<file path="src/rtl/ws2812b_frame_serializer_if.sv">
`default_nettype none
// ============================================================================
// Module : ws2812b_frame_serializer_if
// Brief  : valid/ready stream carrying 24-bit GRB pixel words
// Rev    : 1.0
// ============================================================================
interface ws2812b_frame_serializer_if;
  logic [23:0] pixel_data;
  logic        pixel_valid;
  logic        pixel_ready;

  modport master (output pixel_data, output pixel_valid, input pixel_ready);
  modport slave  (input pixel_data, input pixel_valid, output pixel_ready);
endinterface
`default_nettype wire

</file>
<file path="src/rtl/ws2812b_frame_serializer.sv">
`default_nettype none
// ============================================================================
// Module : ws2812b_frame_serializer
// Brief  : splits GRB pixel words into MSB-first bits with one trigger per bit
// Rev    : 1.0
// ============================================================================
module ws2812b_frame_serializer #(
  parameter int LED_COUNT                 = 8,
  parameter int BIT_DURATION_CLK_COUNTS   = 62,
  parameter int RESET_DURATION_CLK_COUNTS = 2500
) (
  input  logic                               clk,
  input  logic                               reset,
  input  logic                               start,
  ws2812b_frame_serializer_if.slave          pix,
  output logic                               trigger,
  output logic                               bit_to_code,
  output logic                               busy,
  output logic [$clog2(LED_COUNT+1)-1:0]     pixel_index,
  output logic                               frame_done,
  output logic                               underrun
);

  localparam int c_idx_w = $clog2(LED_COUNT + 1);
  localparam int c_clk_w = (BIT_DURATION_CLK_COUNTS > 1) ? $clog2(BIT_DURATION_CLK_COUNTS) : 1;
  localparam int c_gap_w = (RESET_DURATION_CLK_COUNTS > 1) ? $clog2(RESET_DURATION_CLK_COUNTS) : 1;

  localparam logic [c_idx_w-1:0] c_led_count = c_idx_w'(LED_COUNT);
  localparam logic [c_clk_w-1:0] c_bit_last  = c_clk_w'(BIT_DURATION_CLK_COUNTS - 1);
  localparam logic [c_gap_w-1:0] c_gap_last  = c_gap_w'(RESET_DURATION_CLK_COUNTS - 1);

  typedef enum logic [1:0] {
    ST_IDLE        = 2'd0,
    ST_FIRST_FETCH = 2'd1,
    ST_SEND        = 2'd2,
    ST_LATCH       = 2'd3
  } state_t;

  state_t               r_state;
  logic [23:0]          r_shift;
  logic [23:0]          r_shadow;
  logic                 r_shadow_full;
  logic [c_idx_w-1:0]   r_pixel_index;
  logic [4:0]           r_bit_cnt;
  logic [c_clk_w-1:0]   r_clk_cnt;
  logic [c_gap_w-1:0]   r_gap_cnt;
  logic                 r_trigger;
  logic                 r_bit;
  logic                 r_frame_done;
  logic                 r_underrun;
  logic                 r_aborted;

  logic w_ready;
  logic w_fire;
  logic w_bit_end;

  // While the shadow is full ready stays low, so a fill never meets a drain.
  assign w_ready   = (r_state == ST_FIRST_FETCH) ||
                     ((r_state == ST_SEND) && !r_shadow_full && (r_pixel_index < c_led_count));
  assign w_fire    = pix.pixel_valid && w_ready;
  assign w_bit_end = (r_clk_cnt == c_bit_last);

  assign pix.pixel_ready = w_ready;
  assign trigger         = r_trigger;
  assign bit_to_code     = r_bit;
  assign busy            = (r_state != ST_IDLE);
  assign pixel_index     = r_pixel_index;
  assign frame_done      = r_frame_done;
  assign underrun        = r_underrun;

  always_ff @(posedge clk or negedge reset) begin
    if (!reset) begin
      r_state       <= ST_IDLE;
      r_shift       <= '0;
      r_shadow      <= '0;
      r_shadow_full <= 1'b0;
      r_pixel_index <= '0;
      r_bit_cnt     <= '0;
      r_clk_cnt     <= '0;
      r_gap_cnt     <= '0;
      r_trigger     <= 1'b0;
      r_bit         <= 1'b0;
      r_frame_done  <= 1'b0;
      r_underrun    <= 1'b0;
      r_aborted     <= 1'b0;
    end else begin
      r_trigger    <= 1'b0;
      r_frame_done <= 1'b0;
      r_underrun   <= 1'b0;

      if (w_fire && (r_state == ST_SEND)) begin
        r_shadow      <= pix.pixel_data;
        r_shadow_full <= 1'b1;
      end

      case (r_state)
        ST_IDLE: begin
          if (start) begin
            r_state       <= ST_FIRST_FETCH;
            r_pixel_index <= '0;
            r_shadow_full <= 1'b0;
            r_aborted     <= 1'b0;
          end
        end

        ST_FIRST_FETCH: begin
          if (w_fire) begin
            r_shift       <= pix.pixel_data;
            r_bit         <= pix.pixel_data[23];
            r_trigger     <= 1'b1;
            r_pixel_index <= c_idx_w'(1);
            r_bit_cnt     <= '0;
            r_clk_cnt     <= '0;
            r_state       <= ST_SEND;
          end
        end

        ST_SEND: begin
          if (!w_bit_end) begin
            r_clk_cnt <= r_clk_cnt + c_clk_w'(1);
          end else begin
            r_clk_cnt <= '0;
            if (r_bit_cnt != 5'd23) begin
              r_shift   <= {r_shift[22:0], 1'b0};
              r_bit     <= r_shift[22];
              r_bit_cnt <= r_bit_cnt + 5'd1;
              r_trigger <= 1'b1;
            end else if ((r_pixel_index != c_led_count) && r_shadow_full) begin
              r_shift       <= r_shadow;
              r_bit         <= r_shadow[23];
              r_shadow_full <= 1'b0;
              r_pixel_index <= r_pixel_index + c_idx_w'(1);
              r_bit_cnt     <= '0;
              r_trigger     <= 1'b1;
            end else begin
              // Either the frame is complete or the source starved us.
              if (r_pixel_index != c_led_count) begin
                r_underrun <= 1'b1;
                r_aborted  <= 1'b1;
              end
              r_bit     <= 1'b0;
              r_gap_cnt <= '0;
              r_state   <= ST_LATCH;
            end
          end
        end

        ST_LATCH: begin
          if (r_gap_cnt == c_gap_last) begin
            r_frame_done <= !r_aborted;
            r_state      <= ST_IDLE;
          end else begin
            r_gap_cnt <= r_gap_cnt + c_gap_w'(1);
          end
        end

        default: r_state <= ST_IDLE;
      endcase
    end
  end

endmodule
`default_nettype wire
</file>
<file path="src/flat_wrapper.sv">
// flat-port wrapper written by rule: the top's interface ports become plain ports
module ws2812b_frame_serializer_flat 
#(
  parameter int LED_COUNT                 = 8,
  parameter int BIT_DURATION_CLK_COUNTS   = 62,
  parameter int RESET_DURATION_CLK_COUNTS = 2500
)
  (clk, reset, start, trigger, bit_to_code, busy, pixel_index, frame_done, underrun, pix_pixel_data, pix_pixel_valid, pix_pixel_ready);
  ws2812b_frame_serializer_if pix_i ();
  input  logic clk;
  input  logic reset;
  input  logic start;
  output logic trigger;
  output logic bit_to_code;
  output logic busy;
  output logic [$clog2(LED_COUNT+1)-1:0] pixel_index;
  output logic frame_done;
  output logic underrun;
  input wire logic [$bits(pix_i.pixel_data)-1:0] pix_pixel_data;
  input wire logic [$bits(pix_i.pixel_valid)-1:0] pix_pixel_valid;
  output wire logic [$bits(pix_i.pixel_ready)-1:0] pix_pixel_ready;
  assign pix_i.pixel_data = pix_pixel_data;
  assign pix_i.pixel_valid = pix_pixel_valid;
  assign pix_pixel_ready = pix_i.pixel_ready;
  ws2812b_frame_serializer #(.LED_COUNT(LED_COUNT), .BIT_DURATION_CLK_COUNTS(BIT_DURATION_CLK_COUNTS), .RESET_DURATION_CLK_COUNTS(RESET_DURATION_CLK_COUNTS)) u_core (.clk(clk), .reset(reset), .start(start), .pix(pix_i), .trigger(trigger), .bit_to_code(bit_to_code), .busy(busy), .pixel_index(pixel_index), .frame_done(frame_done), .underrun(underrun));
endmodule
</file>
<file path="config.mk">
export PLATFORM = sky130hd
export DESIGN_NAME = ws2812b_frame_serializer_flat
export DESIGN_NICKNAME = d
export VERILOG_FILES = /design/src/rtl/ws2812b_frame_serializer_if.sv /design/src/rtl/ws2812b_frame_serializer.sv /design/src/flat_wrapper.sv
export SDC_FILE = /design/constraint.sdc
export NUM_CORES = 1
export LEC_CHECK = 0
export CORE_ASPECT_RATIO = 0.5
export CORE_UTILIZATION = 52
export CTS_CLUSTER_SIZE = 12
export DETAILED_ROUTE_END_ITERATION = 10
export GPL_TIMING_DRIVEN = 0
export PLACE_DENSITY = 0.76
export SLEW_MARGIN = 20
export SYNTH_ARGS = -nofsm -noshare
export SYNTH_HDL_FRONTEND = slang
export SYNTH_SLANG_ARGS = --single-unit
</file>
<file path="constraint.sdc">
create_clock -name clk -period 2.4 [get_ports clk]
set_input_delay 0.48 -clock clk [delete_from_list [all_inputs] [get_ports clk]]
set_output_delay 0.48 -clock clk [all_outputs]
set_load 0.005 [all_outputs]
</file>
### Word-level counts from Yosys, hierarchy flattened

Index checks and enable logic that the tools add are counted.
Widths: inputs -> output; s select.

| storage, ports and cells | value |
|---|---|
| flip-flop bits (word level) | 82 |
| input port bits | 28 |
| output and inout port bits | 10 |
| logic and storage cells | 116 |

| operators by class | value |
|---|---|
| $add $sub $neg | 4 |
| magnitude comparators | 1 |
| eq/ne operators | 17 |
| multiplexer cells | 60 |
| reduce and logical (&&, ||, !) cells | 21 |

Operators by type and width:

| kind | count |
|---|---|
| $mux 23 | 4 |
| $mux 12 | 4 |
| $pmux 23 s2 | 1 |
| $mux 1 | 25 |
| $pmux 12 s2 | 1 |
| $mux 4 | 5 |
| $mux 5 | 4 |
| $reduce_and 6->1 | 3 |
| $add 12x1->12 const B | 1 |
| $eq 12x12->1 const B | 1 |
| $mux 2 | 6 |
| $mux 6 | 2 |
| $ne 2x2->1 const B | 6 |
| $pmux 4 s3 | 1 |
| $pmux 6 s2 | 1 |
| $pmux 5 s2 | 1 |
| $pmux 1 s2 | 4 |
| $pmux 2 s4 | 1 |
| $reduce_bool 2->1 | 4 |
| $add 6x1->6 const B | 1 |
| $eq 6x6->1 const B | 1 |
| $ne 2x1->1 const B | 3 |
| $add 5x1->5 const B | 1 |
| $logic_and 1x1->1 | 5 |
| other kinds (15) | 17 |

### Logic depth before layout (Yosys ltp)

Gate-level depths: netlist of run 1.

| depth | value |
|---|---|
| depth in word-level cells | 11 |
| depth in mapped cells | 9 |
| gate-level depth less buffers | 7 |

### Least setup slack after synthesis of run 1

OpenSTA, ideal clock, no wires.

| path | value |
|---|---|
| path kind | reg2reg |
| start | register u_core.r_pixel_index[0], in the netlist u_core.pixel_index[0] |
| end | register u_core.r_gap_cnt[9] |
| library setup time | 0.078 ns |
| arrival | 2.210 ns |
| data required time | 2.322 ns |
| path slack | 0.112 ns |
| stages on the path, launching flop included | 10 |
| buffers on the path | 2 |
| period minus slack after synthesis | 2.288 ns |
| path through | dfrtp_1 -> inv_1 -> ha_1 -> nand3b_1 -> a2111o_1 -> buf_6 -> a21o_1 -> buf_6 -> or4_1 -> a21oi_1 |

| between the ends | value |
|---|---|
| cells in the longest elaborated chain, start to end | 4 |

Ends and longest elaborated chain:

| what | line | text |
|---|---|---|
| start, declared | ws2812b_frame_serializer.sv:43 | `logic [c_idx_w-1:0] r_pixel_index;` |
| start signal, assigned | ws2812b_frame_serializer.sv:111 | `r_pixel_index <= c_idx_w'(1);` |
| start signal, assigned | ws2812b_frame_serializer.sv:132 | `r_pixel_index <= r_pixel_index + c_idx_w'(1);` |
| $ne 4x4->1 | ws2812b_frame_serializer.sv:128 | `end else if ((r_pixel_index != c_led_count) && r_shadow_full) begin` |
| $logic_and 1x1->1 | ws2812b_frame_serializer.sv:128 |  |
| $ne 2x2->1 (no line) | n/a |  |
| $reduce_and 5->1 (no line) | n/a |  |
| end signal, assigned | ws2812b_frame_serializer.sv:153 | `r_gap_cnt <= r_gap_cnt + c_gap_w'(1);` |
| end, declared | ws2812b_frame_serializer.sv:46 | `logic [c_gap_w-1:0] r_gap_cnt;` |

No other way between the ends.
A chain may end at the register's enable or synchronous reset.

### Final worst setup path of run 1

| path | value |
|---|---|
| start | register u_core.r_clk_cnt[1] |
| end | register u_core.r_gap_cnt[9] |

| between the ends | value |
|---|---|
| cells in the longest elaborated chain, start to end | 3 |

Ends and longest elaborated chain:

| what | line | text |
|---|---|---|
| start, declared | ws2812b_frame_serializer.sv:45 | `logic [c_clk_w-1:0] r_clk_cnt;` |
| start signal, assigned | ws2812b_frame_serializer.sv:120 | `r_clk_cnt <= r_clk_cnt + c_clk_w'(1);` |
| $eq 6x6->1 | ws2812b_frame_serializer.sv:61 | `assign w_bit_end = (r_clk_cnt == c_bit_last);` |
| $ne 2x1->1 (no line) | n/a |  |
| $reduce_and 5->1 (no line) | n/a |  |

No other way between the ends.

==> results.txt, run 1 <==
Outcome = finished clean
Max_slew headroom = 0.5323
Hold WS = 0.05896 ns
Maximum VDD drop = 0.6181 mV
Synth Area in Simple Gates = 0.1810
Adder-cell share of the synthesized area = 0.03206
Dpl cells = 579
Worst slew pin tran = 0.6978 ns
Io pins = 38
Hold Crit Class = in -> async
Cell Area, Placed = 4823 um^2
M1 wire length = 4692 um
CTS Buf Count = 9
CP startpoint kind = flop
RSZ-0062 raised after global routing = yes
Die width = 130.5 um
Critical R2R Launch = u_core.r_clk_cnt[1]
Crit path DAT = 2.62 ns
Met2 wire length = 4582 um
Main combinational cell family by area after synthesis = simple AND/OR/NAND/NOR gates
Setup_tns = 0 ns
Final worst setup slack = 0.05791 ns
First-pass GRT wire length = 16630 um
Netlist Area Pre-Place = 4293 um^2
Number of antenna diodes = 0
Netlist cell types = 51
Post-synthesis compound-gate area fraction = 0.1355
Crit. End Element = flop
Period utilisation layout = 0.9759
Design area = 5296 um^2
Fin crit period = 2.342 ns
Largest net degree at the start of global routing = 55
Worst-Skew Late Latency = 0.35 ns
Antenna-violating nets left = 0
Routed length on met3 = 525 um
Syn_area_per_cell = 9.914 um^2
CP Data Required Time = 2.67 ns
DIE AREA = 8645 um^2
Fin nets = 533
Post-Synth XOR/XNOR Area = 0.008161
Post-synthesis mux area share = 0.1309
Vias = 3537
Die Ht = 66.25 um
Residual DRC = 0
Crit-path max FO = 7
Sequential area share after synthesis = 0.4780
Mapped Cells = 433
Vias/cell = 5.837
Core area = 7652 um^2
Clk root buf = clkbuf_16
Async S/R FF share, synth = 1.000
DP HPWL = 6561 um
Area added between synthesis and finish = 23.38%
Fin Clk Skew = 0.007253 ns
First DRT Iteration DRCs = 290
Per-cell routed wire length = 16.52 um
Starting Density = 0.5610
PortBufs = 37
Synth Register Bits = 82
Grt ovf = 0
Total power = 6.282 mW
Placer Congestion = 0.8560
Final Max Slew Viols = 0
Pwr Density = 1186 nW/um^2
YS warnings = 0
Clock slew at reported path FFs = 0.06 ns
Std cell rows = 22
Top FF cell, synth = dfrtp_1
Uppermost layer routed = met4
Final hold viol count = 0
Share of cells above drive strength 1 = 0.2129
Clock sinks = 82
CTS tree = yes
Post-synth EDFFs = 0
Tot GR Track Use = 0.2566
Mapped Nets = 472
Post-Layout Cell Count = 606
Maxcap violations = 0
Vias in the first global route = 3450
Max Fclk = 427.0 MHz
CP startpoint = u_core.r_clk_cnt[1]
Pre-CTS WS = -1.050 ns
Final setup viols = 0
Total Wirelength = 10010 um
Pleak = 2.269 nW
Hold_buf cts = 0
Detailed Routing Iterations Pass 1 = 5
H-tree Lvls = 3
Initial antenna violation count = 0
Maximum clock insertion buffer count = 2
Core Util, Final = 0.6921
Critical setup path kind = reg -> reg
==> metal layers <==
| metal | track usage | up-vias |
|---|---|---|
| met5 | 0 | - |
| met1 | 0.3382 | 1729 |
| li1 | - | 1682 |
| met2 | 0.4087 | 105 |
| met3 | 0.06068 | 21 |
| met4 | 0.1049 | 0 |
==> layout by cell type, fill, tap and decap left out, types with 4 or more instances in the layout <==
master,instances
dfrtp_1,81
nand2_1,64
mux2_2,49
nor2_1,35
clkdlybuf4s50_1,35
a31oi_1,22
o21ai_0,21
buf_4,14
nand3_1,13
inv_1,12
clkbuf_16,11
a21oi_1,10
clkbuf_1,9
ha_1,9
nand4_1,6
nor2b_1,5
a211oi_1,5
and2_1,4
nor3_1,4
o31ai_1,4
and3_1,4
xnor2_1,4
==> logic make-up after synthesis <==
kind of cell    after synthesis
fa+ha+maj                    11
simple gates                162
mux                          50
flops                        82
xor+xnor                      4
compound gates               89
buf+inv                      35
==> area by class of cell <==
type                       count  area (um^2)
buffer                        20        146.4
clock buffer                  10        239.0
clock inverter                 5        31.28
fill                         599         2356
inverter                      13        48.80
multi-input combinational    316         2142
sequential                    82         2053
tap                          108        135.1
timing repair buffer          52        500.5
==> power breakdown <==
part	total (mW)	internal (mW)	switching, mW
logic	2.77	1.38	1.39
clock network	1.27	0.718	0.549
registers	2.24	1.91	0.327
==> path summary, 6_finish.rpt <==
path                            cells past startpoint  slack (ns)                  end
max in group asynchronous                           2        1.72  u_core.r_clk_cnt[0]
min in group clk                                    1        0.49    u_core.frame_done
worst min register to register                      1        0.49    u_core.frame_done
worst max-delay path                                9        0.06  u_core.r_gap_cnt[9]
worst max register to register                      9        0.06  u_core.r_gap_cnt[9]
worst min-delay path                                1        0.06   u_core.r_shift[17]
==> critical path, stage by stage, from the launching register on <==
cell and delay (ns):
dfrtp_1 0.38, inv_1 0.05, ha_1 0.16, nand4_1 0.15, a2111o_1 0.46, buf_6 0.15
a21o_1 0.20, buf_6 0.14, or4_4 0.47, a21oi_2 0.12
==> synthesized netlist by cell type, types with 4 or more instances <==
library cell / number / area (um^2)
nand4_1: 6 / 37.54
a31oi_1: 22 / 137.6
a211oi_1: 5 / 37.54
and2_1: 4 / 25.02
nor3_1: 5 / 25.02
dfrtp_1: 82 / 2052
and3_1: 4 / 25.02
o21ai_0: 21 / 105.1
a21oi_1: 13 / 65.06
ha_1: 11 / 137.6
mux2_2: 49 / 551.8
nand2_1: 64 / 240.2
nor2_1: 35 / 131.4
o31ai_1: 5 / 37.54
nor2b_1: 5 / 31.28
nand3_1: 13 / 65.06
inv_1: 13 / 48.80
xnor2_1: 4 / 35.03
clkbuf_1: 17 / 63.81
==> repair_timing <==
item | CTS | global route
endpoints found under the setup margin | 69 | 41
setup buffers | 7 | 5
cloned | 0 | 2
pin swaps | 1 | 4
gates resized for setup | 17 | 18
endpoints found under the hold margin | 0 | 0
==> state kept, by name, summed over array words and instances, names as in the netlist <==
| name | cells |
|---|---|
| u_core.r_shadow | 24 |
| u_core.r_shift | 23 |
| u_core.r_gap_cnt | 12 |
| u_core.r_clk_cnt | 6 |
| u_core.r_bit_cnt | 5 |
| u_core.pixel_index | 4 |
| u_core.r_state | 2 |
| u_core.bit_to_code | 1 |
| u_core.frame_done | 1 |
| u_core.r_aborted | 1 |
| u_core.r_shadow_full | 1 |
| u_core.trigger | 1 |
| u_core.underrun | 1 |
(Power assumes the default switching activity.)
==> inputs of run 2 (changes only) <==
--- a/config.mk
+++ b/config.mk
@@ -6,11 +6,11 @@
 export NUM_CORES = 1
 export LEC_CHECK = 0
 export CORE_ASPECT_RATIO = 0.5
-export CORE_UTILIZATION = 52
+export CORE_UTILIZATION = 50
 export CTS_CLUSTER_SIZE = 12
 export DETAILED_ROUTE_END_ITERATION = 10
 export GPL_TIMING_DRIVEN = 0
-export PLACE_DENSITY = 0.76
+export PLACE_DENSITY = 0.73
 export SLEW_MARGIN = 20
 export SYNTH_ARGS = -nofsm -noshare
 export SYNTH_HDL_FRONTEND = slang
==> run 2 against run 1 <==
The flow now finishes with violations (negative setup slack). Wire length fell by 2.9%. Combinational power rose by 2%. Clock power rose by 16%. Critical endpoint unchanged. Sequential cell count did not move. Register-to-register slack got worse by 0.07 ns. Maximum frequency fell by 2.9%. Final area rose by 3.0%. Critical path depth rose by 1. Total power rose by 4.0%.
==> results.txt, run 2 (synthesis gave the netlist of run 1 again) <==
Outcome = finished, violations left
Failing checks = negative setup slack
Vias in the first global route = 3234
Register bank with the most flops = u_core.r_shadow
Antenna-violating nets left = 0
Core Util, Final = 0.6678
Per-cell routed wire length = 15.60 um
Residual DRC = 0
PortBufs = 37
Clock sinks = 82
Critical R2R Launch = u_core.pixel_index[0]
DP HPWL = 6354 um
Io pins = 38
Std cell rows = 23
Worst-Skew Late Latency = 0.34 ns
CTS Buf Count = 9
Crit path DAT = 2.69 ns
Maximum clock insertion buffer count = 2
Setup slack, reg-to-reg = -0.01 ns
Starting Density = 0.5253
Cell Area, Placed = 4828 um^2
Detailed Routing Iterations Pass 1 = 7
CP startpoint = u_core.pixel_index[0]
Pleak = 2.347 nW
Total power = 6.535 mW
Clk pwr share = 0.225
Number of antenna diodes = 0
Share of cells above drive strength 1 = 0.2270
CP startpoint kind = flop
Die Ht = 67.52 um
Combinational power share = 0.432
Hold WS = 0.1124 ns
Grt ovf = 0
Placer Congestion = 0.8323
Fin nets = 545
Setup_tns = -0.01244 ns
Largest registers = u_core.r_shadow (24), u_core.r_shift (23), u_core.r_gap_cnt (12)
Total Wirelength = 9719 um
Max Fclk = 414.5 MHz
Critical setup path kind = reg -> reg
Clock slew at reported path FFs = 0.06 ns
DIE AREA = 8983 um^2
Hold_buf cts = 0
Switching part of the total power = 0.3448
Max FFs per register = 24
Fin Clk Skew = 0.006597 ns
Most frequent cells in the layout = dfrtp_1 (81), nand2_1 (64), mux2_2 (49)
Clk root buf = clkbuf_16
H-tree Lvls = 3
First-pass GRT wire length = 15720 um
CTS tree = yes
Pwr Density = 1197 nW/um^2
Area added between synthesis and finish = 27.13%
RSZ-0062 raised after global routing = yes
Final Max Slew Viols = 0
Cell-internal power = 4.281 mW
Maxcap violations = 0
Commonest non-fill, non-tap cell in the layout = dfrtp_1
Hold Crit Class = in -> async
Largest net degree at the start of global routing = 46
CP Data Required Time = 2.67 ns
Core area = 8173 um^2
Crit-path max FO = 8
Design area = 5458 um^2
Worst slew pin tran = 0.7168 ns
Tot GR Track Use = 0.2307
Final hold viol count = 0
Period utilisation layout = 1.005
Vias/cell = 5.687
Crit. End Element = flop
Die width = 133.0 um
Final setup viols = 1
Initial antenna violation count = 0
R2R cell count = 10
Vias = 3543
Maximum VDD drop = 0.5892 mV
Max_slew headroom = 0.5195
Reg power frac = 0.342
Fin crit period = 2.412 ns
Sw Pwr = 2.253 mW
First DRT Iteration DRCs = 264
Final worst setup slack = -0.01244 ns
-- run 2: cell types whose count changed in the layout (fill, tap and decap cells not counted), sizes merged --
cell           delta
bufinv            +2
clkinv            -1
buf              +12
clkinvlp          +1
clkdlybuf4s15     -1
-- run 2: repair_timing --
action                                 in CTS  in global routing
buffers inserted                           16                 10
pin swaps                                   1                  6
resized for setup                          20                 15
endpoints found under the hold margin       0                  0
setup endpoints to repair                  66                 39
-- run 2: worst paths after layout --
| path | end |
|---|---|
| worst min-delay path | u_core.r_shift[20] |
| worst max-delay path | u_core.r_gap_cnt[9] |
| min in group clk | u_core.frame_done |
| worst min register to register | u_core.frame_done |
| worst max register to register | u_core.r_gap_cnt[9] |
| max in group asynchronous | u_core.r_state[1] |
-- run 2: layer usage --
metal | vias up | share of wire | global-route usage | wire length (um)
met5 | - | 0 | 0 | 0
met4 | 0 | 0.010 | 0.07184 | 101
met3 | 10 | 0.050 | 0.06306 | 489
met2 | 87 | 0.45 | 0.3613 | 4338
met1 | 1726 | 0.49 | 0.3150 | 4790
li1 | 1720 | - | - | -
-- run 2: area by class of cell --
| cell class | count | area [um^2] |
|---|---|---|
| Clock inverter | 7 | 93.84 |
| Timing Repair Buffer | 63 | 589.3 |
| Fill cell | 660 | 2715 |
| Sequential cell | 82 | 2053 |
| Multi-Input combinational cell | 316 | 2142 |
| Buffer | 21 | 165.2 |
| Inverter | 13 | 48.80 |
| Tap cell | 112 | 140.1 |
| Clock buffer | 9 | 225.2 |
-- run 2: metrics by stage --
stage / std cells / worst slack [ns]
after floorplan: 433 / 0.1118
after global placement: 582 / -2.144
after detailed placement: 583 / -1.018
after CTS: 614 / 0.009488
after global routing: 623 / -0.09186
final: 623 / -0.01244
-- run 2: worst max-delay path, cell delays in order, from the launching register on --
cell and delay [ns]:
dfrtp_1 0.39, inv_1 0.07, ha_2 0.17, nand3b_1 0.12
buf_6 0.15, a2111o_1 0.38, buf_6 0.14, a21o_1 0.19
buf_6 0.14, or4_4 0.48, a21oi_2 0.12
-- run 2: power by group through the flow --
stage / Combinational [mW] / Sequential, mW / Clock [mW]
after global placement: 2.39 / 2.24 / 0
after floorplan: 1.83 / 2.17 / 0
final: 2.82 / 2.24 / 1.47
after global routing: 3.12 / 2.30 / 1.56
after CTS: 2.70 / 2.22 / 1.50
after detailed placement: 2.46 / 2.25 / 0
==> inputs of run 3 (changes only) <==
--- a/config.mk
+++ b/config.mk
@@ -11,7 +11,6 @@
 export DETAILED_ROUTE_END_ITERATION = 10
 export GPL_TIMING_DRIVEN = 0
 export PLACE_DENSITY = 0.73
-export SLEW_MARGIN = 20
 export SYNTH_ARGS = -nofsm -noshare
 export SYNTH_HDL_FRONTEND = slang
 export SYNTH_SLANG_ARGS = --single-unit
==> results of run 3 <==
Same layout as run 2: the final DEF is identical, and so are final timing and power.
